[src/rtl/alu_sequencer.sv]
// ============================================================================
// alu_sequencer : four-state controller that decodes one MIPS instruction,
//                 runs it on the ALU and writes the result to its register file.
// Revision      : 1.0
// ============================================================================
`default_nettype none

module alu_sequencer #(
  parameter int RETIRE_W = 16
) (
  input  logic                clk,
  input  logic                reset,
  input  logic                instr_valid,
  output logic                instr_ready,
  input  logic [31:0]         instr,
  input  logic [4:0]          dbg_addr,
  output logic [31:0]         dbg_data,
  output logic                done,
  output logic [31:0]         result,
  output logic [4:0]          instr_id,
  output logic                exc_illegal,
  output logic                exc_ovf,
  output logic [RETIRE_W-1:0] retired
);

  localparam logic [1:0] S_IDLE      = 2'd0;
  localparam logic [1:0] S_DECODE    = 2'd1;
  localparam logic [1:0] S_EXECUTE   = 2'd2;
  localparam logic [1:0] S_WRITEBACK = 2'd3;

  logic [1:0]          r_state;
  logic [31:0]         r_ir;
  logic [31:0]         r_regs [32];
  logic [4:0]          r_id;
  logic [4:0]          r_dst;
  logic [31:0]         r_opa;
  logic [31:0]         r_opb;
  logic [31:0]         r_res;
  logic                r_ovf;
  logic                r_done;
  logic [31:0]         r_result;
  logic [4:0]          r_instr_id;
  logic                r_exc_ill;
  logic                r_exc_ovf;
  logic [RETIRE_W-1:0] r_retired;

  logic [5:0]  w_op;
  logic [5:0]  w_fn;
  logic [31:0] w_rs_val;
  logic [31:0] w_rt_val;
  logic [31:0] w_simm;
  logic [31:0] w_zimm;
  logic [4:0]  w_id;
  logic [4:0]  w_dst;
  logic [31:0] w_opa;
  logic [31:0] w_opb;
  logic [31:0] w_sum;
  logic [31:0] w_diff;
  logic [31:0] w_res;
  logic        w_ovf;

  assign w_op     = r_ir[31:26];
  assign w_fn     = r_ir[5:0];
  assign w_rs_val = r_regs[r_ir[25:21]];
  assign w_rt_val = r_regs[r_ir[20:16]];
  assign w_simm   = {{16{r_ir[15]}}, r_ir[15:0]};
  assign w_zimm   = {16'h0000, r_ir[15:0]};

  always_comb begin
    w_id  = 5'd0;
    w_dst = r_ir[15:11];
    w_opa = w_rs_val;
    w_opb = w_rt_val;
    if (w_op == 6'h00) begin
      case (w_fn)
        6'h20: w_id = 5'd1;
        6'h22: w_id = 5'd2;
        6'h21: w_id = 5'd3;
        6'h23: w_id = 5'd4;
        6'h24: w_id = 5'd7;
        6'h25: w_id = 5'd8;
        6'h00, 6'h02: begin
          // Shifts operate on rt; the shift amount rides in operand B.
          w_id  = (w_fn == 6'h00) ? 5'd11 : 5'd12;
          w_opa = w_rt_val;
          w_opb = {27'd0, r_ir[10:6]};
        end
        default: w_id = 5'd0;
      endcase
    end else begin
      w_dst = r_ir[20:16];
      case (w_op)
        6'h08: begin w_id = 5'd5;  w_opb = w_simm; end
        6'h09: begin w_id = 5'd6;  w_opb = w_simm; end
        6'h0C: begin w_id = 5'd9;  w_opb = w_zimm; end
        6'h0D: begin w_id = 5'd10; w_opb = w_zimm; end
        default: w_id = 5'd0;
      endcase
    end
  end

  assign w_sum  = r_opa + r_opb;
  assign w_diff = r_opa - r_opb;

  always_comb begin
    w_res = 32'd0;
    w_ovf = 1'b0;
    case (r_id)
      5'd1, 5'd5: begin
        w_res = w_sum;
        w_ovf = (r_opa[31] == r_opb[31]) && (w_sum[31] != r_opa[31]);
      end
      5'd3, 5'd6: w_res = w_sum;
      5'd2: begin
        w_res = w_diff;
        w_ovf = (r_opa[31] != r_opb[31]) && (w_diff[31] != r_opa[31]);
      end
      5'd4:        w_res = w_diff;
      5'd7, 5'd9:  w_res = r_opa & r_opb;
      5'd8, 5'd10: w_res = r_opa | r_opb;
      5'd11:       w_res = r_opa << r_opb[4:0];
      5'd12:       w_res = r_opa >> r_opb[4:0];
      default:     w_res = 32'd0;
    endcase
  end

  always_ff @(posedge clk or posedge reset) begin
    if (reset) begin
      r_state    <= S_IDLE;
      r_ir       <= '0;
      r_id       <= '0;
      r_dst      <= '0;
      r_opa      <= '0;
      r_opb      <= '0;
      r_res      <= '0;
      r_ovf      <= 1'b0;
      r_done     <= 1'b0;
      r_result   <= '0;
      r_instr_id <= '0;
      r_exc_ill  <= 1'b0;
      r_exc_ovf  <= 1'b0;
      r_retired  <= '0;
      for (int i = 0; i < 32; i++) r_regs[i] <= '0;
    end else begin
      r_done    <= 1'b0;
      r_exc_ill <= 1'b0;
      r_exc_ovf <= 1'b0;
      case (r_state)
        S_IDLE: begin
          if (instr_valid) begin
            r_ir    <= instr;
            r_state <= S_DECODE;
          end
        end
        S_DECODE: begin
          r_id    <= w_id;
          r_dst   <= w_dst;
          r_opa   <= w_opa;
          r_opb   <= w_opb;
          r_state <= S_EXECUTE;
        end
        S_EXECUTE: begin
          r_res   <= w_res;
          r_ovf   <= w_ovf;
          r_state <= S_WRITEBACK;
        end
        default: begin
          r_done     <= 1'b1;
          r_instr_id <= r_id;
          r_result   <= (r_id == 5'd0) ? 32'd0 : r_res;
          r_exc_ill  <= (r_id == 5'd0);
          r_exc_ovf  <= r_ovf;
          // Register 0 is never written, so it reads as zero without a mux.
          if ((r_id != 5'd0) && !r_ovf) begin
            if (r_dst != 5'd0) r_regs[r_dst] <= r_res;
            r_retired <= r_retired + RETIRE_W'(1);
          end
          r_state <= S_IDLE;
        end
      endcase
    end
  end

  assign instr_ready = (r_state == S_IDLE);
  assign dbg_data    = (dbg_addr == 5'd0) ? 32'd0 : r_regs[dbg_addr];
  assign done        = r_done;
  assign result      = r_result;
  assign instr_id    = r_instr_id;
  assign exc_illegal = r_exc_ill;
  assign exc_ovf     = r_exc_ovf;
  assign retired     = r_retired;

endmodule

`default_nettype wire

[config.mk]
export PLATFORM = sky130hd
export DESIGN_NAME = alu_sequencer
export DESIGN_NICKNAME = d
export VERILOG_FILES = /design/src/rtl/alu_sequencer.sv
export SDC_FILE = /design/constraint.sdc
export NUM_CORES = 2
export LEC_CHECK = 0
export CAP_MARGIN = 10
export CORE_ASPECT_RATIO = 1.4
export CORE_MARGIN = 2
export CORE_UTILIZATION = 54
export DETAILED_ROUTE_END_ITERATION = 7
export PLACE_DENSITY = 0.7
export SETUP_SLACK_MARGIN = 0.4
export SLEW_MARGIN = 25
export SYNTH_ARGS = -nofsm -noshare
export SYNTH_HDL_FRONTEND = slang
export SYNTH_SLANG_ARGS = --single-unit
[constraint.sdc]
create_clock -name clk -period 77.8 [get_ports clk]
set_clock_uncertainty 0.2 [all_clocks]
set_input_delay 19.45 -clock clk [delete_from_list [all_inputs] [get_ports clk]]
set_output_delay 19.45 -clock clk [all_outputs]
set_load 0.02 [all_outputs]
# Word level (Yosys, flattened, before mapping)
# Index checks and enable logic that the tools add are counted.
# totals
output_inout_bits,89
ram_bits,0
word_cells,148
rom_bits,0
register_bits,1221
latchBits,0
inputBits,40
mem_count,0
# op_classes
bitwise_logic,7
reduce_logical,24
div,0
muxes,31
n_eq_ne,30
multipliers,0
add_sub_neg,3
n_shift,2
n_lt_le_gt_ge,5
# op_table
op,count
bitwise mux 1024 bit,1
binary-select mux 32 bit (select 5 bit),3
two-way mux 32 bit,13
one-hot mux 32 bit (6 select lines),1
demux 32 bit (select 5 bit),1
one-hot mux 32 bit (2 select lines),1
equality test 6 bit (second input constant),6
adder 32 bit,1
bitwise AND 32 bit,1
bitwise OR 32 bit,1
left shift 32 x 5 -> 32 bit,1
right shift 32 x 5 -> 32 bit,1
subtractor 32 bit,1
one-hot mux 4 bit (7 select lines),1
equality test 5 x 4 -> 1 bit (second input constant),5
equality test 6 x 4 -> 1 bit (second input constant),4
greater-or-equal comparator 6 bit (second input constant),4
inverter 5 -> 6 bit,4
equality test 5 x 3 -> 1 bit (second input constant),4
adder 16 x 1 -> 16 bit (second input constant),1
one-hot mux 4 bit (4 select lines),1
OR reduction 2 bit,7
zero test 6 bit,2
equality test 5 x 2 -> 1 bit (second input constant),2
24 further kinds,35

# Logic depth before layout (Yosys ltp)
# depth
word_depth,6
ltp_mapped,15
ltp_nobuf,13

# Worst setup path after synthesis
# Ideal clock, no wire load.
# synth_timing
path_type,input-to-output
startpoint,in dbg_addr[0]
endpoint,out dbg_data[10]
path_slack_ps,36461
stages,7
path_buffers,3
arrival_time_ps,21689
cell_sequence,clkbuf_1 -> buf_2 -> buf_1 -> mux4_2 -> mux4_2 -> mux2i_1 -> nor2_1
# synth_via
elab_chain_cells,5
elab_cells_between_ends,6
# synth_lines
item,line_no,source
start: declaration,16,"input logic [4:0] dbg_addr,"
inverter 5 -> 6 bit (implied by the code),185,assign dbg_data = (dbg_addr == 5'd0) ? 32'd0 : r_regs[dbg_addr];
binary-select mux 32 bit (select 5 bit),185,
two-way mux 32 bit (implied by the code) (2 in series),185,
two-way mux 32 bit (*),185,
end: declaration,17,"output logic [31:0] dbg_data,"
# Every way passes the cells marked *; elsewhere a longest branch is shown, timed or not. The select of a mux whose other input is x is not followed.

# Worst setup path after layout
# layout_timing
startpoint,in dbg_addr[0]
endpoint,out dbg_data[23]
# Same word-level chain as after synthesis.

==> impl_metrics.tcl <==
set metrics [dict create \
    io_pins 129 \
    cts_root_buf "clkbuf_16" \
    die_area_mm2 0.146 \
    rows 163 \
    cp-start-kind "primary input" \
    endpoint_kind "output port" \
    most-common-layout-cells "dfrtp_1 (1197), mux4_2 (984), nand2_1 (646), o21ai_0 (642), mux2_2 (562)" \
    worstSetupStartpoint "dbg_addr[0]" \
    cts_buffer_depth 3 \
    maxUsedRoutingLayer "met5" \
    die_height_um 451 \
    routed_wl_mm 265 \
    fin_crit_ns 43.66 \
    grt_overflow 0 \
    yosys.area.top_type "dfrtp_1" \
    cts_made_buffers 116 \
    area_growth_syn_to_layout_pct 8.42 \
    routedLengthMet1_mm 92.2 \
    clkTransAtPathRegs_ns 0.07 \
    yosys.area.top_type_share 0.397 \
    seqPwrFrac 0.346 \
    port_buffers 127 \
    die_w_um 323 \
    slew_violations 0 \
    status "finished clean" \
    peakVddDrop_mv 0.0270 \
    hold_viol_final 0 \
    syn_avg_cell_area_um2 12.5 \
    yosys_warnings 0 \
    p_total_mw 3.23 \
    cts.htree.levels 3 \
    final_common_cell "dfrtp_1" \
    fin_util 0.591 \
    setup_viol 0 \
    synth_cell_types 79 \
    grt_max_degree 127 \
    post_drt_wl_per_cell_um 33.8 \
    antenna_found_initial 12 \
    cts_tree "done" \
    swShare 0.428 \
    ys_seq_area_frac 0.397 \
    max_freq_mhz 22.9 \
    tns_ns 0 \
    cts_hold_buf 0 \
    ys.flop_type "dfrtp_1" \
    pwr_density_cell_mw_per_mm2 38.8 \
    holdCritStartpoint "r_regs[1006]" \
    regToRegStartpoint "r_ir[22]" \
    pwr-share-clk 0.187 \
    nets 5996 \
    drt_iter0_drc 7323 \
    cts_setup_buffers 0 \
    post-place-ws_ns 33.89 \
    worst_pin_slew_ns 1.34 \
    numClockSinks 1219 \
    p_leak_nw 35.1 \
    postSynthCellCount 6142 \
    clock_latency_ns 0.79 \
    p_int_mw 1.85 \
    via_per_inst 7.27 \
    syn_nets 6300 \
    place_congestion 1.01 \
    core_mm2 0.141 \
    combPwrFrac 0.467 \
    drt_first_pass_iters 6 \
    syn_area_mm2 0.0769 \
    async_flop_share 1.00 \
    rsz0062_at_grt "no" \
    ctsResizeCount 0 \
    grt_pass1_vias 57200 \
    wl_met3_mm 27.4 \
    ys_ff_latch 1219 \
    crit_type "primary input to output port" \
    initial_core_util 0.545 \
    postPlaceCellArea_mm2 0.0791 \
    finalInstanceArea_mm2 0.0834 \
    hpwl_mm 161 \
    dr_wl_met2_mm 126 \
    vias 57000 \
    critPathRequiredTime_ns 58.15 \
    grt_util_all_layers 0.369 \
    worst_slack_ns 34.14 \
    max_cap_violations 0 \
    hold_path_class "register to register" \
    path_max_fanout 84 \
    worstPathArrival_ns 24.01 \
    antenna_left 0 \
    power_switching_mw 1.38 \
    synth_area_leaders "dfrtp_1 (40%), mux4_2 (29%), mux2_2 (8.2%)" \
    nFillCells 11100 \
    grt_pass1_wl_mm 391 \
    drc 0 \
    min_period_over_period 0.561 \
    slew_headroom 0.101 \
    synth_edf_count 0 \
    drive_above_1_share 0.329 \
]
final timing paths:
kind | endpoint | slack (ns) | cells after the start
max | dbg_data[23] | 34.14 | 10
min | r_regs[1006] | 0.22 | 0
max reg2reg | r_opa[14] | 72.62 | 8
min reg2reg | r_regs[1006] | 0.22 | 0
max in group asynchronous | r_ir[23] | 53.07 | 8
min in group asynchronous | done | 18.97 | 2
cell usage after synthesis, types with 31 or more instances:
master,n
dfrtp_1,1219
mux4_2,984
nand2_1,671
o21ai_0,642
mux2_2,562
clkbuf_1,467
nor2_1,248
a21oi_1,192
mux2i_1,135
inv_1,134
ha_1,116
buf_1,104
buf_2,64
o211ai_1,61
nor3_1,45
o22ai_1,41
a22o_1,35
a221oi_1,31
power groups by stage:
stage	sequential [mW]	combinational (mW)	clock, mW
after floorplan	0.977	1.11	0
final	1.12	1.51	0.606
after detailed placement	1.12	1.47	0
after global placement	1.10	1.45	0
after CTS	1.11	1.48	0.609
after global routing	1.14	1.59	0.634
cell families after synthesis:
logic type                 after synthesis  synth area share
and+or+nand+nor                       1107            0.0598
adders and majority gates              118            0.0194
other                                    1         0.0000487
xor gates and xnor gates                28           0.00319
AOI/OAI and AO/OA                     1191            0.0911
buffers and inverters                  789            0.0409
DFF                                   1219             0.397
muxes                                 1689             0.389
registers in the layout (all words and copies together), names as in the netlist:
signal       cells
exc_illegal      1
r_ovf            1
r_opa           32
done             1
r_res           32
r_id             4
r_state          2
r_opb           32
r_dst            5
result          32
exc_ovf          1
r_regs        1024
retired         16
instr_id         4
r_ir            32
routing by layer:
| layer | up-vias | global-route usage |
|---|---|---|
| met4 | 10 | 0.241 |
| met5 | - | 0 |
| li1 | 22900 | - |
| met1 | 29600 | 0.461 |
| met3 | 917 | 0.0898 |
| met2 | 3577 | 0.575 |
layout make-up:
type	count	area (µm²)	share of cell area
Antenna cell	3	7.51	0.0000900
Clock buffer	164	3430	0.0411
Clock inverter	51	567	0.00680
Inverter	136	518	0.00621
Multi-Input combinational cell	4134	43700	0.524
Sequential cell	1219	30600	0.366
Tap cell	1897	2370	0.0285
Timing Repair Buffer	231	2240	0.0269
metrics by stage:
step / hold slack (ns) / cells
after floorplan: 0.258 / 6142
after global placement: 0.195 / 7609
after detailed placement: 0.202 / 7609
after CTS: 0.217 / 7824
after global routing: 0.233 / 7834
final: 0.219 / 7835
worst max-delay path: stages:
cell             delay, ns
buf_8                 0.30
buf_16                0.37
buf_12                0.39
buf_16                0.52
buf_6                 0.62
mux4_2                0.58
mux4_2                0.47
mux2i_1               0.45
nor2_1                0.08
clkdlybuf4s50_1       0.57
Note: power is estimated with default switching activity, not from simulation.
